[src/rtl/rob_param_pkg.sv]
// Shared types and helpers for the parametrised reorder buffer.
package rob_param_pkg;

    localparam int unsigned ROB_TAG_NONE = 32'd0;
    localparam int unsigned ROB_PC_INC   = 32'd4;

    function automatic int rob_idx_w(input int depth);
        return $clog2(depth);
    endfunction

    // One extra bit so that tag 0 can mean "no producer" while tags run 1..DEPTH.
    function automatic int rob_tag_w(input int depth);
        return $clog2(depth) + 1;
    endfunction

    typedef struct packed {
        logic       valid;
        logic       ready;
        logic       is_branch;
        logic       is_store;
        logic [4:0] rd;
        logic       pred_taken;
    } rob_ctrl_t;

endpackage

[src/rtl/rob_param_if.sv]
// Bundle of the decoder, operand lookup, result bus, commit and redirect signals of the ROB.
interface rob_param_if #(
    parameter int DEPTH   = 8,
    parameter int NUM_CDB = 2,
    parameter int XLEN    = 32
);
    import rob_param_pkg::*;
    localparam int TAG_W = rob_tag_w(DEPTH);

    logic                    dec2rob_en;
    logic                    dec_is_branch;
    logic                    dec_is_store;
    logic [4:0]              dec_rd;
    logic [XLEN-1:0]         dec_pc;
    logic                    dec_pred_taken;
    logic [XLEN-1:0]         dec_target;
    logic [TAG_W-1:0]        newTag;
    logic                    robFull;
    logic                    robEmpty;
    logic [TAG_W-1:0]        query_tag1;
    logic [TAG_W-1:0]        query_tag2;
    logic                    query_ready1;
    logic                    query_ready2;
    logic [XLEN-1:0]         query_val1;
    logic [XLEN-1:0]         query_val2;
    logic [NUM_CDB-1:0]      cdb_valid;
    logic [NUM_CDB*TAG_W-1:0] cdb_tag;
    logic [NUM_CDB*XLEN-1:0] cdb_val;
    logic                    commit_en;
    logic [4:0]              commit_rd;
    logic [XLEN-1:0]         commit_res;
    logic [TAG_W-1:0]        commit_lab;
    logic                    store_commit_en;
    logic                    rob2pred_en;
    logic                    pred_res;
    logic                    actual_taken;
    logic [XLEN-1:0]         rob2pre_curPC;
    logic                    flush_out;
    logic [XLEN-1:0]         newPC;

    modport master (
        output dec2rob_en, dec_is_branch, dec_is_store, dec_rd, dec_pc, dec_pred_taken, dec_target,
        output query_tag1, query_tag2, cdb_valid, cdb_tag, cdb_val,
        input  newTag, robFull, robEmpty, query_ready1, query_ready2, query_val1, query_val2,
        input  commit_en, commit_rd, commit_res, commit_lab, store_commit_en,
        input  rob2pred_en, pred_res, actual_taken, rob2pre_curPC, flush_out, newPC
    );

    modport slave (
        input  dec2rob_en, dec_is_branch, dec_is_store, dec_rd, dec_pc, dec_pred_taken, dec_target,
        input  query_tag1, query_tag2, cdb_valid, cdb_tag, cdb_val,
        output newTag, robFull, robEmpty, query_ready1, query_ready2, query_val1, query_val2,
        output commit_en, commit_rd, commit_res, commit_lab, store_commit_en,
        output rob2pred_en, pred_res, actual_taken, rob2pre_curPC, flush_out, newPC
    );

endinterface

[src/rtl/rob_cdb_merge.sv]
// Folds NUM_CDB result buses into one write enable and value per ROB entry.
module rob_cdb_merge
    import rob_param_pkg::*;
#(
    parameter int DEPTH   = 8,
    parameter int NUM_CDB = 2,
    parameter int XLEN    = 32,
    parameter int TAG_W   = rob_tag_w(DEPTH)
) (
    input  logic [NUM_CDB-1:0]           cdb_valid_i,
    input  logic [NUM_CDB*TAG_W-1:0]     cdb_tag_i,
    input  logic [NUM_CDB*XLEN-1:0]      cdb_val_i,
    output logic [DEPTH-1:0]             wr_en_o,
    output logic [DEPTH-1:0][XLEN-1:0]   wr_val_o
);

    logic hit_s;

    // Buses are scanned in ascending order so the highest-indexed bus wins a tag clash.
    always_comb begin
        wr_en_o  = '0;
        wr_val_o = '0;
        hit_s    = 1'b0;
        for (int e = 0; e < DEPTH; e++) begin
            for (int b = 0; b < NUM_CDB; b++) begin
                hit_s = cdb_valid_i[b]
                     && (cdb_tag_i[b*TAG_W +: TAG_W] != TAG_W'(ROB_TAG_NONE))
                     && (cdb_tag_i[b*TAG_W +: TAG_W] == TAG_W'(e + 1));
                wr_en_o[e]  = wr_en_o[e] | hit_s;
                wr_val_o[e] = hit_s ? cdb_val_i[b*XLEN +: XLEN] : wr_val_o[e];
            end
        end
    end

endmodule

[src/rtl/rob_param.sv]
// Parametrised in-order-retire reorder buffer with branch resolution at commit.
// Optional same-cycle CDB forwarding to lookups and commit: define ROB_CDB_BYPASS_EN.
module rob_param
    import rob_param_pkg::*;
#(
    parameter int DEPTH   = 8,
    parameter int NUM_CDB = 2,
    parameter int XLEN    = 32
) (
    input logic         clk,
    input logic         rst_in,
    input logic         rdy_in,
    rob_param_if.slave  rob
);

    localparam int IDX_W = rob_idx_w(DEPTH);
    localparam int TAG_W = rob_tag_w(DEPTH);
    localparam int CNT_W = IDX_W + 1;

    rob_ctrl_t              ctrl_q   [DEPTH];
    rob_ctrl_t              ctrl_d   [DEPTH];
    logic [XLEN-1:0]        pc_q     [DEPTH];
    logic [XLEN-1:0]        pc_d     [DEPTH];
    logic [XLEN-1:0]        target_q [DEPTH];
    logic [XLEN-1:0]        target_d [DEPTH];
    logic [XLEN-1:0]        res_q    [DEPTH];
    logic [XLEN-1:0]        res_d    [DEPTH];
    logic [IDX_W-1:0]       head_q, head_d, tail_q, tail_d;
    logic [CNT_W-1:0]       count_q, count_d;

    logic                   commit_en_q, commit_en_d, store_commit_en_q, store_commit_en_d;
    logic                   rob2pred_en_q, rob2pred_en_d, flush_q, flush_d;
    logic                   pred_res_q, pred_res_d, actual_taken_q, actual_taken_d;
    logic [4:0]             commit_rd_q, commit_rd_d;
    logic [TAG_W-1:0]       commit_lab_q, commit_lab_d;
    logic [XLEN-1:0]        commit_res_q, commit_res_d, cur_pc_q, cur_pc_d, new_pc_q, new_pc_d;

    logic [DEPTH-1:0]             cdb_we_s, cdb_live_s;
    logic [DEPTH-1:0][XLEN-1:0]   cdb_wv_s;
    rob_ctrl_t                    head_ctrl_s;
    logic                         head_ready_s, issue_s, commit_s, mispredict_s;
    logic [XLEN-1:0]              head_res_s;
    logic [TAG_W-1:0]             qtag_s [2];
    logic                         qrdy_s [2];
    logic [XLEN-1:0]              qval_s [2];

    rob_cdb_merge #(.DEPTH(DEPTH), .NUM_CDB(NUM_CDB), .XLEN(XLEN), .TAG_W(TAG_W)) u_cdb_merge (
        .cdb_valid_i (rob.cdb_valid),
        .cdb_tag_i   (rob.cdb_tag),
        .cdb_val_i   (rob.cdb_val),
        .wr_en_o     (cdb_we_s),
        .wr_val_o    (cdb_wv_s)
    );

    // A bus write only lands on a live entry while the core is enabled.
    always_comb begin
        for (int i = 0; i < DEPTH; i++) begin
            cdb_live_s[i] = cdb_we_s[i] & ctrl_q[i].valid & rdy_in;
        end
    end

    assign head_ctrl_s = ctrl_q[head_q];
`ifdef ROB_CDB_BYPASS_EN
    assign head_ready_s = head_ctrl_s.ready | cdb_live_s[head_q];
    assign head_res_s   = cdb_live_s[head_q] ? cdb_wv_s[head_q] : res_q[head_q];
`else
    assign head_ready_s = head_ctrl_s.ready;
    assign head_res_s   = res_q[head_q];
`endif
    assign issue_s      = rdy_in && rob.dec2rob_en && !rob.robFull && !flush_q;
    assign commit_s     = rdy_in && head_ctrl_s.valid && head_ready_s;
    assign mispredict_s = commit_s && head_ctrl_s.is_branch && (head_res_s[0] != head_ctrl_s.pred_taken);

    assign qtag_s[0] = rob.query_tag1;
    assign qtag_s[1] = rob.query_tag2;
    for (genvar q = 0; q < 2; q++) begin : g_query
        logic [IDX_W-1:0] idx_s;
        logic             hit_s;
        assign idx_s = IDX_W'(qtag_s[q] - TAG_W'(1));
        assign hit_s = (qtag_s[q] != TAG_W'(ROB_TAG_NONE)) && (qtag_s[q] <= TAG_W'(DEPTH)) && ctrl_q[idx_s].valid;
`ifdef ROB_CDB_BYPASS_EN
        assign qrdy_s[q] = hit_s && (ctrl_q[idx_s].ready || cdb_live_s[idx_s]);
        assign qval_s[q] = cdb_live_s[idx_s] ? cdb_wv_s[idx_s] : res_q[idx_s];
`else
        assign qrdy_s[q] = hit_s && ctrl_q[idx_s].ready;
        assign qval_s[q] = res_q[idx_s];
`endif
    end

    // Next state: result writes, issue at tail, retire at head, then a mispredict wipes everything.
    always_comb begin
        ctrl_d = ctrl_q;  pc_d = pc_q;  target_d = target_q;  res_d = res_q;
        head_d = head_q;  tail_d = tail_q;  count_d = count_q;
        commit_en_d = 1'b0;  store_commit_en_d = 1'b0;  rob2pred_en_d = 1'b0;  flush_d = 1'b0;
        commit_rd_d = commit_rd_q;  commit_res_d = commit_res_q;  commit_lab_d = commit_lab_q;
        pred_res_d = pred_res_q;  actual_taken_d = actual_taken_q;
        cur_pc_d = cur_pc_q;  new_pc_d = new_pc_q;
        for (int i = 0; i < DEPTH; i++) begin
            ctrl_d[i].ready = ctrl_q[i].ready | cdb_live_s[i];
            res_d[i]        = cdb_live_s[i] ? cdb_wv_s[i] : res_q[i];
        end
        if (issue_s) begin
            ctrl_d[tail_q] = '{valid: 1'b1, ready: 1'b0, is_branch: rob.dec_is_branch,
                               is_store: rob.dec_is_store, rd: rob.dec_rd, pred_taken: rob.dec_pred_taken};
            pc_d[tail_q]     = rob.dec_pc;
            target_d[tail_q] = rob.dec_target;
            tail_d           = tail_q + IDX_W'(1);
        end else begin
            tail_d = tail_q;
        end
        if (commit_s) begin
            ctrl_d[head_q]    = '0;
            head_d            = head_q + IDX_W'(1);
            commit_en_d       = 1'b1;
            commit_rd_d       = head_ctrl_s.is_store ? 5'd0 : head_ctrl_s.rd;
            commit_res_d      = head_res_s;
            commit_lab_d      = TAG_W'(head_q) + TAG_W'(1);
            store_commit_en_d = head_ctrl_s.is_store;
            rob2pred_en_d     = head_ctrl_s.is_branch;
            if (head_ctrl_s.is_branch) begin
                actual_taken_d = head_res_s[0];
                pred_res_d     = !mispredict_s;
                cur_pc_d       = pc_q[head_q];
            end else begin
                actual_taken_d = actual_taken_q;
            end
            flush_d  = mispredict_s;
            new_pc_d = mispredict_s ? (head_res_s[0] ? target_q[head_q] : pc_q[head_q] + XLEN'(ROB_PC_INC))
                                    : new_pc_q;
        end else begin
            head_d = head_q;
        end
        if (mispredict_s) begin
            for (int i = 0; i < DEPTH; i++) begin
                ctrl_d[i] = '0;
            end
            head_d  = '0;
            tail_d  = '0;
            count_d = '0;
        end else begin
            case ({issue_s, commit_s})
                2'b10:   count_d = count_q + CNT_W'(1);
                2'b01:   count_d = count_q - CNT_W'(1);
                default: count_d = count_q;
            endcase
        end
    end

    // State and output registers; rdy_in low is folded into the next-state logic above.
    always_ff @(posedge clk or posedge rst_in) begin
        if (rst_in) begin
            for (int i = 0; i < DEPTH; i++) begin
                ctrl_q[i]   <= '0;
                pc_q[i]     <= '0;
                target_q[i] <= '0;
                res_q[i]    <= '0;
            end
            head_q <= '0;  tail_q <= '0;  count_q <= '0;
            commit_en_q <= 1'b0;  store_commit_en_q <= 1'b0;  rob2pred_en_q <= 1'b0;  flush_q <= 1'b0;
            pred_res_q <= 1'b0;  actual_taken_q <= 1'b0;  commit_rd_q <= 5'd0;  commit_lab_q <= '0;
            commit_res_q <= '0;  cur_pc_q <= '0;  new_pc_q <= '0;
        end else begin
            ctrl_q <= ctrl_d;  pc_q <= pc_d;  target_q <= target_d;  res_q <= res_d;
            head_q <= head_d;  tail_q <= tail_d;  count_q <= count_d;
            commit_en_q <= commit_en_d;  store_commit_en_q <= store_commit_en_d;
            rob2pred_en_q <= rob2pred_en_d;  flush_q <= flush_d;
            pred_res_q <= pred_res_d;  actual_taken_q <= actual_taken_d;  commit_rd_q <= commit_rd_d;
            commit_lab_q <= commit_lab_d;  commit_res_q <= commit_res_d;
            cur_pc_q <= cur_pc_d;  new_pc_q <= new_pc_d;
        end
    end

    assign rob.newTag          = TAG_W'(tail_q) + TAG_W'(1);
    assign rob.robFull         = (count_q == CNT_W'(DEPTH));
    assign rob.robEmpty        = (count_q == CNT_W'(0));
    assign rob.query_ready1    = qrdy_s[0];
    assign rob.query_ready2    = qrdy_s[1];
    assign rob.query_val1      = qval_s[0];
    assign rob.query_val2      = qval_s[1];
    assign rob.commit_en       = commit_en_q;
    assign rob.commit_rd       = commit_rd_q;
    assign rob.commit_res      = commit_res_q;
    assign rob.commit_lab      = commit_lab_q;
    assign rob.store_commit_en = store_commit_en_q;
    assign rob.rob2pred_en     = rob2pred_en_q;
    assign rob.pred_res        = pred_res_q;
    assign rob.actual_taken    = actual_taken_q;
    assign rob.rob2pre_curPC   = cur_pc_q;
    assign rob.flush_out       = flush_q;
    assign rob.newPC           = new_pc_q;

endmodule

[src/flat_wrapper.sv]
// flat-port wrapper written by rule: the top's interface ports become plain ports
module rob_param_flat import rob_param_pkg::*;
#(
    parameter int DEPTH   = 8,
    parameter int NUM_CDB = 2,
    parameter int XLEN    = 32
)
  (clk, rst_in, rdy_in, rob_dec2rob_en, rob_dec_is_branch, rob_dec_is_store, rob_dec_rd, rob_dec_pc, rob_dec_pred_taken, rob_dec_target, rob_query_tag1, rob_query_tag2, rob_cdb_valid, rob_cdb_tag, rob_cdb_val, rob_newTag, rob_robFull, rob_robEmpty, rob_query_ready1, rob_query_ready2, rob_query_val1, rob_query_val2, rob_commit_en, rob_commit_rd, rob_commit_res, rob_commit_lab, rob_store_commit_en, rob_rob2pred_en, rob_pred_res, rob_actual_taken, rob_rob2pre_curPC, rob_flush_out, rob_newPC);
  rob_param_if #(.DEPTH(DEPTH), .NUM_CDB(NUM_CDB), .XLEN(XLEN)) rob_i ();
  input logic clk;
  input logic rst_in;
  input logic rdy_in;
  input wire logic [$bits(rob_i.dec2rob_en)-1:0] rob_dec2rob_en;
  input wire logic [$bits(rob_i.dec_is_branch)-1:0] rob_dec_is_branch;
  input wire logic [$bits(rob_i.dec_is_store)-1:0] rob_dec_is_store;
  input wire logic [$bits(rob_i.dec_rd)-1:0] rob_dec_rd;
  input wire logic [$bits(rob_i.dec_pc)-1:0] rob_dec_pc;
  input wire logic [$bits(rob_i.dec_pred_taken)-1:0] rob_dec_pred_taken;
  input wire logic [$bits(rob_i.dec_target)-1:0] rob_dec_target;
  input wire logic [$bits(rob_i.query_tag1)-1:0] rob_query_tag1;
  input wire logic [$bits(rob_i.query_tag2)-1:0] rob_query_tag2;
  input wire logic [$bits(rob_i.cdb_valid)-1:0] rob_cdb_valid;
  input wire logic [$bits(rob_i.cdb_tag)-1:0] rob_cdb_tag;
  input wire logic [$bits(rob_i.cdb_val)-1:0] rob_cdb_val;
  output wire logic [$bits(rob_i.newTag)-1:0] rob_newTag;
  output wire logic [$bits(rob_i.robFull)-1:0] rob_robFull;
  output wire logic [$bits(rob_i.robEmpty)-1:0] rob_robEmpty;
  output wire logic [$bits(rob_i.query_ready1)-1:0] rob_query_ready1;
  output wire logic [$bits(rob_i.query_ready2)-1:0] rob_query_ready2;
  output wire logic [$bits(rob_i.query_val1)-1:0] rob_query_val1;
  output wire logic [$bits(rob_i.query_val2)-1:0] rob_query_val2;
  output wire logic [$bits(rob_i.commit_en)-1:0] rob_commit_en;
  output wire logic [$bits(rob_i.commit_rd)-1:0] rob_commit_rd;
  output wire logic [$bits(rob_i.commit_res)-1:0] rob_commit_res;
  output wire logic [$bits(rob_i.commit_lab)-1:0] rob_commit_lab;
  output wire logic [$bits(rob_i.store_commit_en)-1:0] rob_store_commit_en;
  output wire logic [$bits(rob_i.rob2pred_en)-1:0] rob_rob2pred_en;
  output wire logic [$bits(rob_i.pred_res)-1:0] rob_pred_res;
  output wire logic [$bits(rob_i.actual_taken)-1:0] rob_actual_taken;
  output wire logic [$bits(rob_i.rob2pre_curPC)-1:0] rob_rob2pre_curPC;
  output wire logic [$bits(rob_i.flush_out)-1:0] rob_flush_out;
  output wire logic [$bits(rob_i.newPC)-1:0] rob_newPC;
  assign rob_i.dec2rob_en = rob_dec2rob_en;
  assign rob_i.dec_is_branch = rob_dec_is_branch;
  assign rob_i.dec_is_store = rob_dec_is_store;
  assign rob_i.dec_rd = rob_dec_rd;
  assign rob_i.dec_pc = rob_dec_pc;
  assign rob_i.dec_pred_taken = rob_dec_pred_taken;
  assign rob_i.dec_target = rob_dec_target;
  assign rob_i.query_tag1 = rob_query_tag1;
  assign rob_i.query_tag2 = rob_query_tag2;
  assign rob_i.cdb_valid = rob_cdb_valid;
  assign rob_i.cdb_tag = rob_cdb_tag;
  assign rob_i.cdb_val = rob_cdb_val;
  assign rob_newTag = rob_i.newTag;
  assign rob_robFull = rob_i.robFull;
  assign rob_robEmpty = rob_i.robEmpty;
  assign rob_query_ready1 = rob_i.query_ready1;
  assign rob_query_ready2 = rob_i.query_ready2;
  assign rob_query_val1 = rob_i.query_val1;
  assign rob_query_val2 = rob_i.query_val2;
  assign rob_commit_en = rob_i.commit_en;
  assign rob_commit_rd = rob_i.commit_rd;
  assign rob_commit_res = rob_i.commit_res;
  assign rob_commit_lab = rob_i.commit_lab;
  assign rob_store_commit_en = rob_i.store_commit_en;
  assign rob_rob2pred_en = rob_i.rob2pred_en;
  assign rob_pred_res = rob_i.pred_res;
  assign rob_actual_taken = rob_i.actual_taken;
  assign rob_rob2pre_curPC = rob_i.rob2pre_curPC;
  assign rob_flush_out = rob_i.flush_out;
  assign rob_newPC = rob_i.newPC;
  rob_param #(.DEPTH(DEPTH), .NUM_CDB(NUM_CDB), .XLEN(XLEN)) u_core (.clk(clk), .rst_in(rst_in), .rdy_in(rdy_in), .rob(rob_i));
endmodule
[config.mk]
export PLATFORM = sky130hd
export DESIGN_NAME = rob_param_flat
export DESIGN_NICKNAME = d
export VERILOG_FILES = /design/src/rtl/rob_param_pkg.sv /design/src/rtl/rob_param_if.sv /design/src/rtl/rob_cdb_merge.sv /design/src/rtl/rob_param.sv /design/src/flat_wrapper.sv
export SDC_FILE = /design/constraint.sdc
export NUM_CORES = 2
export LEC_CHECK = 0
export BUFFER_PORTS_ARGS = -buffer_cell sky130_fd_sc_hd__buf_2
export CORE_MARGIN = 1.5
export CORE_UTILIZATION = 49
export DETAILED_ROUTE_END_ITERATION = 7
export GPL_TIMING_DRIVEN = 1
export PLACE_DENSITY = 0.68
export SLEW_MARGIN = 20
export SYNTH_ARGS = -nofsm -noshare
export SYNTH_HDL_FRONTEND = slang
export SYNTH_SLANG_ARGS = --single-unit
export TNS_END_PERCENT = 1
[constraint.sdc]
create_clock -name clk -period 45.5 [get_ports clk]
set_input_delay 2.275 -clock clk [delete_from_list [all_inputs] [get_ports clk]]
set_output_delay 2.275 -clock clk [all_outputs]
set_load 0.01 [all_outputs]
==> impl_metrics.ini <==
[status]
status = finished clean

[worst_hold_path]
min_from = u_core.rob.commit_rd[1]$_DFFE_PP0N_
hold_class = reg -> reg
whs_path_depth = 2

[clock_tree]
cts_resized = 0
clock_sinks = 969
cts.clk_slew.worst_paths_ns = 0.06
numCtsBuffers = 106
post_cts_buffers = 0
cts-root-buf = clkbuf_16
cts.path.max_buffers = 3
cts_tree = built
h-tree-depth = 3
insertion_delay_ns = 0.72
cts-hold-fix-buffers = 0

[global_routing]
grt_pass1_wl_um = 267000
grt_pass1_vias = 41353
overflow = 0
track_usage_pct = 33.2
grt_start_max_net_pins = 175
antenna_found_initial = 36

[route]
via_count = 42633
wl_per_cell_um = 25.8
drc = 0
drt_iter0_drc = 4979
wl_um = 178000
drt-vias-per-instance = 6.18
drt-pass1-iter-count = 6
postRouteAntennaNets = 0

[placed_design]
placed_area_sq_um = 53200
place_congestion = 0.892
dp_hpwl_um = 104000
dpl.cell_count = 6680
port_buffers = 340
post-place-ws_ns = 38.03

[floorplan]
ioPinCount = 341
die_h_um = 326
initial_core_util_pct = 49.4
coreArea_sq_um = 103000
dieArea_sq_um = 106000
die_w_um = 326
rows = 118

[synth]
ys_top_cells_by_count = nand2_1 (1874), dfrtp_1 (969), mux2i_1 (362), a21oi_1 (350), nor2_1 (312)
synth_top_cell_area_share_pct = 47.5
synth.most_common_cell = nand2_1
seq_area_frac_synth_pct = 47.5
syn_area_per_cell_sq_um = 9.48
synth_cells = 5390
synth_cell_types = 94
ys_ff_latch = 969
async_flop_share_pct = 100
yosys-top-cells-area = dfrtp_1 (47%), nand2_1 (14%), mux4_2 (8.5%), mux2i_1 (7.1%), mux2_2 (3.5%)
yosys_warnings = 0
yosys.area.top_type = dfrtp_1
netlist_area_sq_um = 51100
syn_nets = 5558
synth_ff_type = dfrtp_1
synth_edf_count = 0

[pwr]
max-vdd-ir-drop_uv = 55.9
leakage_nw = 27.5
power.total_mw = 4.17
powerDensity_nw_per_um2 = 73.4

[cells_and_area]
syn2layout_area_growth_pct = 11.2
fin_area_sq_um = 56800
drive_gt1_share_pct = 18.6
stdcell_count = 6896
fin_nets = 5576
utilization_pct = 54.9

[job]
drv_cap = 0

[worst_setup_path]
reg2reg_from = u_core.head_q[2]$_DFFE_PP0P_
cp.arrival_ns = 5.26
required_ns = 43.22
r2r_cells = 12
start_kind = primary input
path_max_fanout = 36
end_kind = primary output
startpoint = rob_query_tag2[0]
path_class = in -> out

[timing]
fin_ws_ns = 37.96
tightest_slew_ns = 1.20
hold_slack_ns = 0.467
slew_violations = 0
slew_headroom_pct = 19.6
setup_violations = 0
period_needed_ns = 7.54
fmax_mhz = 133
setup_tns_ns = 0
finalHoldViolCount = 0
fin_skew_ns = 0.0248
rsz0062_at_grt = no
period_share_pct = 16.6
-- power by group --
part	internal, mW	switching (mW)	leakage, nW
Sequential	1.25	0.322	12.3
Clock	0.528	0.377	1.78
Combinational	0.698	0.991	13.4
-- layer usage --
layer / GRT usage, % / vias to the layer above / routed length (um)
met4: 13.4 / 26 / 7090
met2: 52.2 / 2593 / 82400
met3: 7.70 / 506 / 19600
met1: 44.6 / 21122 / 68900
met5: 0 / - / 176
li1: - / 18386 / -
-- sequential cells by signal, indices dropped and copies added (netlist names) --
signal	flops
u_core.head_q	3
u_core.rob.commit_lab	4
u_core.rob.newPC	32
u_core.rob.rob2pred_en	1
u_core.pc_q	256
u_core.rob.commit_en	1
u_core.rob.commit_rd	5
u_core.ctrl_q	80
u_core.rob.actual_taken	1
u_core.rob.commit_res	32
u_core.rob.store_commit_en	1
u_core.count_q	4
u_core.rob.flush_out	1
u_core.res_q	256
u_core.rob.rob2pre_curPC	32
u_core.tail_q	3
u_core.rob.pred_res	1
u_core.target_q	256
-- layout make-up --
class / count / area, sq um
Fill cell: 9159 / 46700
Multi-Input combinational cell: 3878 / 24600
Sequential cell: 969 / 24300
Clock buffer: 160 / 3100
Timing Repair Buffer: 435 / 2470
Tap cell: 1380 / 1730
Clock inverter: 37 / 538
Inverter: 18 / 76.3
Antenna cell: 19 / 47.5
-- worst max-delay path: stages --
cell,delay [ns]
buf_4,0.57
inv_1,0.21
ha_4,0.24
xor2_4,0.57
buf_4,0.39
a311o_1,0.16
a21oi_1,0.07
a211oi_1,0.51
buf_2,0.23
-- layout by cell type, fill, tap and decap left out, drive strengths merged, types with 10 or more instances in the layout --
cell type,count
a211oi,13
a21boi,25
a21oi,351
a221oi,73
a22o,18
a22oi,47
and2,11
and3,10
buf,435
bufinv,10
clkbuf,160
clkinv,19
dfrtp,969
diode,19
ha,10
inv,24
mux2,159
mux2i,363
mux4,196
nand2,1875
nand3,26
nor2,314
nor3,20
o21ai,147
o22a,19
o22ai,28
o31ai,16
xnor2,13
xor2,10
-- logic make-up (layout without fill, tap and decap cells) --
group                      Yosys count  after routing  share of synthesized area, %
xor gates and xnor gates            23             23                         0.394
buffers and inverters              543            650                          4.92
DFF                                969            969                          47.5
other                                0             19                             0
and+or+nand+nor                   2317           2317                          17.8
muxes                              718            718                          19.3
adders and majority gates           10             10                         0.245
AOI/OAI and AO/OA                  810            810                          9.87
-- worst paths after layout --
kind | endpoint | slack [ns]
min reg2reg | u_core.rob.commit_rd[1]$_DFFE_PP0N_ | 0.47
max | rob_query_ready2 | 37.96
min in group asynchronous | u_core.res_q[23]$_DFFE_PP0P_ | 1.66
max reg2reg | u_core.rob.newPC[22]$_DFFE_PP0P_ | 39.63
max in group asynchronous | u_core.res_q[0]$_DFFE_PP0P_ | 39.76
min | u_core.rob.commit_rd[1]$_DFFE_PP0N_ | 0.47
No activity file was read; power rests on OpenSTA's default activity.
